==> src/rtl/serial_weight_loader.sv <==
`timescale 1ns/1ps
// serial_weight_loader: deserialises a 1-bit weight stream into a ROWS x COLS matrix of W-bit words.
// Latency: the last frame bit is accepted at edge E; weights_out updates and load_done pulses at E+1.
// Backpressure: none; bit_valid qualifies each bit, gaps of any length hold state, busy flags LOAD/COMMIT.
//
// Ports:
//   clk, rst_n         clock (rising edge) and asynchronous active-low reset
//   start              frame-start strobe (restarts a frame already in progress)
//   bit_in, bit_valid  serial data and its per-edge qualifier
//   weights_out        active matrix, word k = r*COLS + c at [k*W +: W]
//   busy               high while loading or committing
//   load_done          1-cycle pulse when weights_out has been updated
//   frame_abort        1-cycle pulse when a frame in progress was restarted
module serial_weight_loader #(
  parameter int ROWS      = 5,
  parameter int COLS      = 3,
  parameter int W         = 4,
  parameter bit MSB_FIRST = 1'b1
) (
  input  logic                     clk,
  input  logic                     rst_n,
  input  logic                     start,
  input  logic                     bit_in,
  input  logic                     bit_valid,
  output logic [ROWS*COLS*W-1:0]   weights_out,
  output logic                     busy,
  output logic                     load_done,
  output logic                     frame_abort
);

  localparam int NWORDS = ROWS * COLS;
  localparam int BCW    = (W > 1) ? $clog2(W) : 1;
  localparam int WCW    = (NWORDS > 1) ? $clog2(NWORDS) : 1;
  localparam logic [BCW-1:0] BIT_LAST  = BCW'(W - 1);
  localparam logic [WCW-1:0] WORD_LAST = WCW'(NWORDS - 1);

  typedef enum logic [1:0] {
    IDLE   = 2'd0,
    LOAD   = 2'd1,
    COMMIT = 2'd2
  } state_t;

  state_t state, state_nxt;

  logic [BCW-1:0]      bit_cnt;
  logic [WCW-1:0]      word_cnt;
  logic [W-1:0]        word_nxt;
  logic [NWORDS*W-1:0] shadow;

  logic frame_go;   // start accepted in IDLE
  logic restart;    // start seen while a frame is in progress
  logic accept;     // a bit is taken on this edge
  logic word_end;   // accepted bit completes the current word
  logic frame_end;  // accepted bit completes the last word

  // The W-th bit of a word is taken straight from bit_in, so only W-1
  // partial bits ever need to be held between edges.
  if (W == 1) begin : g_w1
    assign word_nxt = bit_in;
  end else begin : g_shift
    logic [W-2:0] part;

    if (MSB_FIRST) begin : g_msb
      assign word_nxt = {part, bit_in};
    end else begin : g_lsb
      assign word_nxt = {bit_in, part};
    end

    always_ff @(posedge clk or negedge rst_n) begin
      if (!rst_n) begin
        part <= '0;
      end else if (accept) begin
        part <= MSB_FIRST ? word_nxt[W-2:0] : word_nxt[W-1:1];
      end
    end
  end

  // State register
  always_ff @(posedge clk or negedge rst_n) begin
    if (!rst_n) begin
      state <= IDLE;
    end else begin
      state <= state_nxt;
    end
  end

  // Next-state logic
  always_comb begin
    state_nxt = state;
    case (state)
      IDLE:    if (start) state_nxt = LOAD;
      LOAD:    if (frame_end) state_nxt = COMMIT;
      COMMIT:  state_nxt = IDLE;
      default: state_nxt = IDLE;
    endcase
  end

  // Output / control decode
  always_comb begin
    busy      = (state != IDLE);
    frame_go  = (state == IDLE) && start;
    restart   = (state == LOAD) && start;
    // start has priority: the bit on a restart edge is dropped
    accept    = (state == LOAD) && !start && bit_valid;
    word_end  = accept && (bit_cnt == BIT_LAST);
    frame_end = word_end && (word_cnt == WORD_LAST);
  end

  // Datapath: counters, shadow buffer, active matrix and pulses
  always_ff @(posedge clk or negedge rst_n) begin
    if (!rst_n) begin
      bit_cnt     <= '0;
      word_cnt    <= '0;
      shadow      <= '0;
      weights_out <= '0;
      load_done   <= 1'b0;
      frame_abort <= 1'b0;
    end else begin
      load_done   <= (state == COMMIT);
      frame_abort <= restart;

      if (frame_go || restart) begin
        bit_cnt  <= '0;
        word_cnt <= '0;
      end else if (accept) begin
        if (word_end) begin
          shadow[int'(word_cnt)*W +: W] <= word_nxt;
          bit_cnt <= '0;
          // Hold on the last word; the next start clears it anyway.
          if (!frame_end) begin
            word_cnt <= word_cnt + 1'b1;
          end
        end else begin
          bit_cnt <= bit_cnt + 1'b1;
        end
      end

      // Neurons only ever see a completed frame.
      if (state == COMMIT) begin
        weights_out <= shadow;
      end
    end
  end

endmodule
==> config.mk <==
export PLATFORM = sky130hd
export DESIGN_NAME = serial_weight_loader
export DESIGN_NICKNAME = d
export VERILOG_FILES = /design/src/rtl/serial_weight_loader.sv
export SDC_FILE = /design/constraint.sdc
export NUM_CORES = 1
export LEC_CHECK = 0
export BUFFER_PORTS_ARGS = -buffer_cell sky130_fd_sc_hd__buf_2
export CAP_MARGIN = 20
export CELL_PAD_IN_SITES_DETAIL_PLACEMENT = 1
export CELL_PAD_IN_SITES_GLOBAL_PLACEMENT = 2
export CORE_MARGIN = 2
export CORE_UTILIZATION = 30
export CTS_CLUSTER_DIAMETER = 200
export DETAILED_ROUTE_END_ITERATION = 6
export PLACE_DENSITY_LB_ADDON = 0.1
export SYNTH_ARGS = -nofsm -noshare
export SYNTH_HDL_FRONTEND = slang
export SYNTH_SLANG_ARGS = --single-unit
export TNS_END_PERCENT = 100
==> constraint.sdc <==
create_clock -name clk -period 6.7 [get_ports clk]
set_clock_uncertainty 0.2 [all_clocks]
set_input_delay 0.335 -clock clk [delete_from_list [all_inputs] [get_ports clk]]
set_output_delay 0.335 -clock clk [all_outputs]
set_load 0.1 [all_outputs]
==> out/qor.txt, run 1 <==
Seq/Total Area, Yosys: 59.5%
Largest net degree at the start of global routing: 71
CP Launch Type: flip-flop
DP Worst Slack: 3.34 ns
Most area-hungry cell type in the Yosys netlist: dfrtp_1
Die area: 19800 um^2
Critical path peak fanout: 21
Cts bufs inserted: 17
Pwr per Cell Area: 273 nW/um^2
Final setup vio count: 0
Pleak: 3.74 nW
Power Total: 1.86 mW
Via count: 3792
Root Buffer: clkbuf_16
Peak VDD IR: 0.168 mV
Synth Flop Type: dfrtp_1
Post-detailed-route count of antenna-violating nets: 0
PnR worst setup slack: 3.31 ns
Post-cts sizing count: 0
Total wire length: 13700 um
Yosys Warn Count: 0
Max frequency: 295 MHz
CTS tree: built
Clock latency on the worst-skew pair: 0.42 ns
First-pass GRT wire length: 22800 um
Area share of the leading cell type in the synthesized netlist: 59.5%
Asr flop ratio synth: 100%
CTS Sinks: 133
# rows: 49
Worst path bufs/invs: 1
Reg clk slew, reported paths: 0.05 ns
Io pins: 68
DR vias/cell: 4.59
Post-CTS setup buffers: 0
Slew HR: 31.5%
Min-delay worst type: input port to flip-flop
# DRC: 0
Final Core Density: 37.5%
Status: finished, final reports clean
Crit Path Category: flip-flop to flip-flop
Setup TNS: 0 ns
1st-pass router iterations: 4
Nets: 595
Final Slew Violations: 0
Synth Instances: 518
Final Hold Viols: 0
Ant diodes: 0
Synth-to-layout area growth: 21.5%
Die Ht: 141 um
Clock buffer depth: 2
Slowest cell on crit path: ha_1
Post-synth EDFFs: 0
Initial antenna violation count: 0
Critical path's top delay family: simple AND/OR/NAND/NOR gates
CP required: 6.80 ns
Unrepaired setup endpoints after global routing: false
Netlist cell types: 43
CP Data Arrival Time: 3.49 ns
Starting Density: 30.8%
Die Wd: 141 um
Setup crit end kind: flip-flop
Grt ovf: 0
CP max stage delay: 0.77 ns
Post-synthesis net count: 528
Worst Tran Pin Value: 1.02 ns
IO buf count: 67
Placed cells: 793
Tmin final: 3.39 ns
Dpl hpwl: 9450 um
Starting DRT DRC Count: 168
Synthesized area: 5600 um^2
Crit-path cells: inv_1 > ha_1 > nand2b_1 > nand4bb_1 > nor3_2 > mux2_2
Share of post-route cells with drive strength above 1: 26.8%
Finished Layout Cells: 827
Register bit total from synthesis: 133
Top cells by area, synth: dfrtp_1 (59%), nand2_1 (11%), mux2_2 (9.1%)
Core footprint: 18100 um^2
Vias in the first global route: 4116
Max Cap Viol: 0
GRT Overall Usage: 14.9%
H-tree Lvls: 4
DR WL/cell: 16.6 um
Syn Area/Cell: 10.8 um^2
Routability Congestion: 0.828
Final worst path period share: 50.6%
area by class of cell:
type                       count  area, um^2
fill                        2039       11300
sequential                   133        3330
multi-input combinational    347        2120
clock buffer                  24         482
timing repair buffer          72         384
tap                          229         287
clock inverter                 8         146
inverter                      14        52.6
worst register-to-register path, cell delays in order (launching register included):
cell and delay [ns]:
dfrtp_1 0.63, inv_1 0.26, ha_1 0.77, nand2b_1 0.31, nand4bb_1 0.33, nor3_2 0.38, mux2_2 0.38
where the power goes:
part | total [mW] | switching (mW) | internal, mW
sequential | 0.826 | 0.0134 | 0.813
combinational | 0.0421 | 0.0304 | 0.0117
clock | 0.990 | 0.338 | 0.652
total | 1.86 | 0.382 | 1.48
worst paths after layout:
| check | start | to | slack, ns | depth (start not counted) |
|---|---|---|---|---|
| worst max-delay path | word_cnt[0] | shadow[39] | 3.31 | 6 |
| worst min-delay path | bit_in | shadow[0] | 0.04 | 3 |
| worst max register to register | word_cnt[0] | shadow[39] | 3.31 | 6 |
| worst min register to register | weights_out[49] | weights_out[49] | 0.27 | 2 |
| max in group asynchronous | rst_n | shadow[4] | 4.70 | 3 |
| min in group asynchronous | rst_n | weights_out[50] | 0.28 | 2 |
repair_timing:
| action | 4_1_cts | 5_1_grt |
|---|---|---|
| hold buffers | 2 | 0 |
| setup endpoints to repair | 0 | 0 |
| endpoints found under the hold margin | 65 | 0 |
layout by cell type (no fill, tap or decap), types with 3 or more instances in the layout:
| cell type | synthesis | final |
|---|---|---|
| mux2_2 | 45 | 45 |
| and3_1 | 10 | 10 |
| nor2_1 | 13 | 13 |
| mux2_4 | 4 | 4 |
| and2_1 | 11 | 11 |
| inv_1 | 13 | 13 |
| nor2b_1 | 7 | 7 |
| mux2i_1 | 12 | 12 |
| mux2_1 | 4 | 4 |
| buf_2 | 3 | 66 |
| nand2_1 | 171 | 171 |
| clkbuf_1 | 20 | 4 |
| nand4_1 | 3 | 3 |
| buf_4 | 0 | 3 |
| bufinv_16 | 0 | 4 |
| clkbuf_16 | 0 | 17 |
| nand3_1 | 11 | 11 |
| ha_1 | 5 | 5 |
| o21ai_0 | 11 | 11 |
| nand2b_1 | 5 | 4 |
| dfrtp_1 | 133 | 133 |
| nor3_1 | 7 | 7 |
| clkbuf_8 | 0 | 3 |
routing by layer:
| layer | up-vias | track usage (%) | share of wire, % |
|---|---|---|---|
| met1 | 1883 | 20.6 | 49 |
| met4 | 0 | 5.53 | 1.7 |
| met5 | - | 0 | 0 |
| met2 | 62 | 23.1 | 46 |
| met3 | 16 | 3.19 | 3.2 |
| li1 | 1831 | - | - |
sequential cells by signal, indices dropped and copies added (netlist names):
name and cells:
shadow 60, weights_out 60, word_cnt 4, g_shift.part 3, bit_cnt 2, state 2
frame_abort 1, load_done 1
cells by family (layout without fill, tap and decap cells):
logic type / Yosys count / in the layout / synth area share, %
buffers and inverters: 38 / 118 / 2.64
DFF: 133 / 133 / 59.5
xor gates and xnor gates: 3 / 3 / 0.469
and+or+nand+nor: 259 / 259 / 21.8
muxes: 65 / 65 / 13.1
AOI/OAI and AO/OA: 15 / 15 / 1.41
adders and majority gates: 5 / 5 / 1.12
cell usage after synthesis, drive strengths merged (3+ instances only):
library cell	instances
mux2i	12
clkbuf	21
nor4b	3
and2	11
nor2b	7
nand3	11
nor2	13
nand4	3
mux2	53
buf	3
nor3	9
ha	5
nand2	172
and3	10
inv	13
o21ai	12
dfrtp	133
nand2b	5
stage by stage:
step | hold WS (ns) | instance area [um^2]
floorplan | -0.161 | 5600
global placement | 0.171 | 6160
detailed placement | 0.184 | 6160
CTS | 0.0351 | 6800
global route | 0.0636 | 6800
finish | 0.0416 | 6800
(Power assumes the default switching activity.)
==> inputs of run 2 (changes only) <==
- clock period: 6.7 -> 3 ns (I/O delays scaled with it)
==> run 2 against run 1 <==
  * Register-to-register slack got worse by 3.1 ns
  * Largest power group unchanged
  * Cell count up 1.1%
  * Critical endpoint is now shadow[24]
  * Count of clock-buffer cells in the layout rose by 1
  * Power is 130% higher
  * Worst hold slack better by 0.17 ns
==> out/qor.txt, run 2 (synthesis gave the netlist of run 1 again) <==
IO buf count: 67 (unchanged)
Most frequent cells in the layout: nand2_1 (171), dfrtp_1 (133), buf_2 (66), mux2_2 (45), clkbuf_16 (17)
CTS Sinks: 133 (unchanged)
Die Ht: 141 um (unchanged)
Share of post-route cells with drive strength above 1: 27.5% (+0.76 points)
Vias in the first global route: 4220 (+2.5%)
Post-cts sizing count: 0 (unchanged)
Io pins: 68 (unchanged)
Peak VDD IR: 0.386 mV (+130%)
DR vias/cell: 4.60 (+0.38%)
Pleak: 3.80 nW (+1.8%)
Final Slew Violations: 0 (unchanged)
Setup crit end kind: flip-flop
DP Worst Slack: 0.235 ns (-3.11 ns)
GRT Overall Usage: 15.4% (+0.48 points)
Initial antenna violation count: 0 (unchanged)
Tmin final: 2.80 ns (-0.589 ns)
Pwr per Cell Area: 617 nW/um^2 (+130%)
Clock latency on the worst-skew pair: 0.42 ns (about the same)
First-pass GRT wire length: 23500 um (+3.1%)
Crit path from: word_cnt[2]
H-tree Lvls: 4 (unchanged)
Placed cells: 799 (+0.76%)
Total wire length: 14100 um (+2.4%)
R2r setup slk: 0.20 ns (-3.11 ns)
Setup TNS: 0 ns (unchanged)
CP Launch Type: flip-flop
Post-detailed-route count of antenna-violating nets: 0 (unchanged)
Cells on worst reg2reg path: 5 (-1)
Via count: 3848 (+1.5%)
Min-Delay Startpoint: bit_valid
Reg clk slew, reported paths: 0.05 ns (about the same)
Switching Share: 20.2% (-0.39 points)
Starting Density: 30.8% (unchanged)
Psw: 0.863 mW (+130%)
Largest net degree at the start of global routing: 71 (unchanged)
Final Hold Viols: 0 (unchanged)
Core footprint: 18100 um^2 (unchanged)
Die area: 19800 um^2 (unchanged)
1st-pass router iterations: 4 (unchanged)
Status: finished, final reports clean
CP required: 3.10 ns (-3.70 ns)
DR WL/cell: 16.8 um (+1.3%)
Hold slack final: 0.216 ns (+0.174 ns)
Commonest non-fill, non-tap cell in the layout: nand2_1
Hold path cells: 3 (unchanged)
Max frequency: 357 MHz (+21%)
Worst Tran Pin Value: 0.702 ns (-0.321 ns)
CP Data Arrival Time: 2.90 ns (-0.59 ns)
R2R Path Start: word_cnt[2]
# DRC: 0 (unchanged)
Clock buffer depth: 2 (unchanged)
Critical path peak fanout: 13 (-38%)
Dpl hpwl: 9800 um (+3.7%)
Grt ovf: 0 (unchanged)
# rows: 49 (unchanged)
Unrepaired setup endpoints after global routing: false
Final setup vio count: 0 (unchanged)
Routability Congestion: 0.840 (+1.4%)
Die Wd: 141 um (unchanged)
Fillers: 2030 (-0.44%)
Crit Path Category: flip-flop to flip-flop
Synth-to-layout area growth: 23.9%
Largest regs: shadow: 60 flops, weights_out: 60 flops, word_cnt: 4 flops
PnR worst setup slack: 0.199 ns (-3.11 ns)
Finished Layout Cells: 836 (+1.1%)
Power Total: 4.28 mW (+130%)
Logic pwr share: 2.4% (about the same)
FF/Latch Area: 3330 um^2 (unchanged)
Root Buffer: clkbuf_16
P_int: 3.42 mW (+130%)
Ant diodes: 0 (unchanged)
CTS tree: built
Cts bufs inserted: 17 (unchanged)
Max Cap Viol: 0 (unchanged)
Starting DRT DRC Count: 119 (-29%)
Nets: 604 (+1.5%)
Slew HR: 53.2% (+22 points)
Clock Power Share: 54.5% (+1.2 points)
Sequential Power Share: 43.1% (-1.4 points)
Min-delay worst type: input port to flip-flop
Final worst path period share: 93.4% (+43 points)
Multi-input gate area: 2120 um^2 (unchanged)
run 2: routing by layer:
layer	vias to the layer above	share of wire (%)	track usage [%]	routed length, um
met5	-	0	0	0
met4	0	1.1	5.05	150
met3	14	3.0	3.60	426
met2	55	46	24.1	6540
met1	1937	49	21.1	6960
li1	1842	-	-	-
run 2: final timing paths:
kind,endpoint
setup / recovery,shadow[24]
hold / removal,g_shift.part[0]
setup reg to reg,shadow[24]
hold reg to reg,weights_out[42]
max in group asynchronous,shadow[53]
min in group asynchronous,shadow[27]
run 2: power groups by stage:
stage,registers (mW),clock network [mW],logic (mW)
final,1.84,2.33,0.104
after global routing,1.85,2.49,0.122
after CTS,1.84,2.39,0.109
after detailed placement,1.88,0,0.101
after global placement,1.88,0,0.0982
after floorplan,1.87,0,0.0361
run 2: cell type report:
type / count / area share [%]
multi-input cells: 347 / 30.6
inverters: 14 / 0.758
repair buffers: 81 / 6.95
clock buffers: 25 / 7.14
well taps: 229 / 4.13
flip-flops and latches: 133 / 48.0
clock inverters: 7 / 2.40
run 2: per-stage QoR:
step	instance area (um^2)	utilization, %
after CTS	6940	38.2
after global routing	6940	38.2
after detailed placement	6210	34.2
final	6940	38.2
after global placement	6210	34.2
after floorplan	5600	-
run 2: critical path: stages, from the launching register on:
cell and delay [ns]:
dfrtp_1 0.58, nor3_1 0.10, ha_1 0.56, nor2b_1 0.36, nor4b_4 0.50, mux2_2 0.39
run 2: timing repair:
item | 4_1_cts | 5_1_grt
buffers inserted | 0 | 0
hold buffers | 5 | 0
endpoints found under the hold margin | 136 | 0
==> inputs of run 3 (changes only) <==
- PLACE_DENSITY: not set -> 0.75
- PLACE_DENSITY_LB_ADDON: 0.1 -> not set
- clock period: 3 -> 3.45 ns (I/O delays scaled with it)
==> run 3 against run 2 <==
  * Sequential share of layout area is 0.77 points higher
  * Count of clock-buffer cells in the layout is 2 lower
  * Clock power is 19% lower
  * Sequential power is 12% lower
  * Wire length is 3.5% lower
  * Critical path type unchanged
==> out/qor.txt, run 3 (synthesis gave the netlist of run 1 again) <==
Status: finished, final reports clean
Largest net degree at the start of global routing: 134 (+89%)
Final Hold Viols: 0 (unchanged)
# DRC: 0 (unchanged)
Initial antenna violation count: 0 (unchanged)
Starting DRT DRC Count: 195 (+64%)
Worst path bufs/invs: 1 (+1)
Post-detailed-route count of antenna-violating nets: 0 (unchanged)
GRT Overall Usage: 15.1% (-0.28 points)
Largest regs: shadow: 60 flops, weights_out: 60 flops, word_cnt: 4 flops
DR vias/cell: 4.66 (+1.3%)
Max Cap Viol: 0 (unchanged)
IO buf count: 67 (unchanged)
Synth-to-layout area growth: 21.9%
H-tree Lvls: 4 (unchanged)
Die area: 19800 um^2 (unchanged)
Critical path peak fanout: 11 (-2)
Final Slew Violations: 0 (unchanged)
Clock latency on the worst-skew pair: 0.43 ns (about the same)
Die Ht: 141 um (unchanged)
Setup TNS: 0 ns (unchanged)
CTS tree: built
# rows: 49 (unchanged)
Final worst path period share: 80.1% (-13 points)
Ant diodes: 0 (unchanged)
Grt ovf: 0 (unchanged)
Slew HR: 51.0% (-2.2 points)
Most frequent cells in the layout: nand2_1 (171), dfrtp_1 (133), buf_2 (66), mux2_2 (45), clkbuf_16 (17)
Unrepaired setup endpoints after global routing: false
Commonest non-fill, non-tap cell in the layout: nand2_1
Routability Congestion: 0.808 (-3.8%)
Final setup vio count: 0 (unchanged)
CP required: 3.55 ns (+0.45 ns)
CP Launch Type: flip-flop
Core footprint: 18100 um^2 (unchanged)
Io pins: 68 (unchanged)
Starting Density: 30.8% (unchanged)
Crit Path Category: flip-flop to flip-flop
First-pass GRT wire length: 23200 um (-1.6%)
Reg clk slew, reported paths: 0.06 ns (about the same)
Tmin final: 2.76 ns (-0.0368 ns)
Root Buffer: clkbuf_16
Placed cells: 796 (-0.38%)
CP Data Arrival Time: 2.86 ns (-0.04 ns)
Peak VDD IR: 0.324 mV (-16%)
Cts bufs inserted: 17 (unchanged)
Finished Layout Cells: 831 (-0.60%)
Critical path's top delay family: simple AND/OR/NAND/NOR gates
Via count: 3876 (+0.73%)
Setup crit end kind: flip-flop
Max frequency: 362 MHz (+1.3%)
CTS Sinks: 133 (unchanged)
Worst Tran Pin Value: 0.736 ns (+0.0333 ns)
Min-delay worst type: input port to async pin
CP max stage delay: 0.50 ns (-0.08 ns)
Die Wd: 141 um (unchanged)
Nets: 599 (-0.83%)
Slowest cell on crit path: dfrtp_1
Crit-path cells: inv_1 > ha_1 > nand2b_1 > nand4bb_1 > nor3_2 > mux2_2
Dpl hpwl: 9480 um (-3.3%)
Total wire length: 13600 um (-3.5%)
Pwr per Cell Area: 523 nW/um^2 (-15%)
Clock buffer depth: 2 (unchanged)
Vias in the first global route: 4349 (+3.1%)
1st-pass router iterations: 4 (unchanged)
Share of post-route cells with drive strength above 1: 26.9% (-0.60 points)
Post-CTS setup buffers: 0 (unchanged)
Pleak: 3.75 nW (-1.4%)
DR WL/cell: 16.3 um (-2.9%)
==> run 3: power by group <==
part / internal, mW / switching (mW) / total, mW
registers: 1.58 / 0.0270 / 1.61
clock network: 1.23 / 0.654 / 1.88
logic: 0.0250 / 0.0569 / 0.0819
==> run 3: per-layer routing <==
metal	global-route usage (%)	up-vias	wire length (um)
li1	-	1840	-
met1	19.0	1952	6250
met2	24.7	65	6650
met3	3.97	19	430
met4	6.21	0	248
met5	0	-	0
==> run 3: timing repair <==
action	CTS	global route
hold buffers	3	0
resized for setup	0	0
endpoints found under the hold margin	136	0
==> run 3: worst paths after layout <==
check | slack (ns) | endpoint | depth (start not counted) | startpoint
max | 0.69 | shadow[38] | 6 | word_cnt[1]
min | 0.20 | weights_out[8] | 3 | rst_n
max reg2reg | 0.69 | shadow[38] | 6 | word_cnt[1]
min reg2reg | 0.27 | weights_out[51] | 2 | weights_out[51]
max in group asynchronous | 2.29 | load_done | 3 | rst_n
min in group clk | 0.22 | bit_cnt[1] | 4 | bit_valid
==> run 3: per-stage QoR <==
step | hold slack (ns) | utilization [%] | setup slack (ns) | area (um^2) | total power [mW]
finish | 0.197 | 37.6 | 0.686 | 6830 | 3.57
global route | 0.241 | 37.6 | 0.442 | 6830 | 3.72
CTS | 0.212 | 37.6 | 0.649 | 6830 | 3.63
detailed placement | 0.155 | 34.1 | 0.692 | 6190 | 1.72
global placement | 0.142 | 34.1 | 0.780 | 6190 | 1.71
floorplan | -0.323 | - | 0.951 | 5600 | 1.65
==> run 3: final cells by class <==
cell class              count  area (um^2)
fillers                  2043        11300
flip-flops and latches    133         3330
multi-input cells         347         2120
clock buffers              23          458
repair buffers             76          425
well taps                 229          287
clock inverters             9          151
inverters                  14         52.6
==> run 3: worst min-delay path, cell delays in order <==
cell	delay (ns)
dlygate4sd3_1	0.53
buf_4	0.11
buf_12	0.48
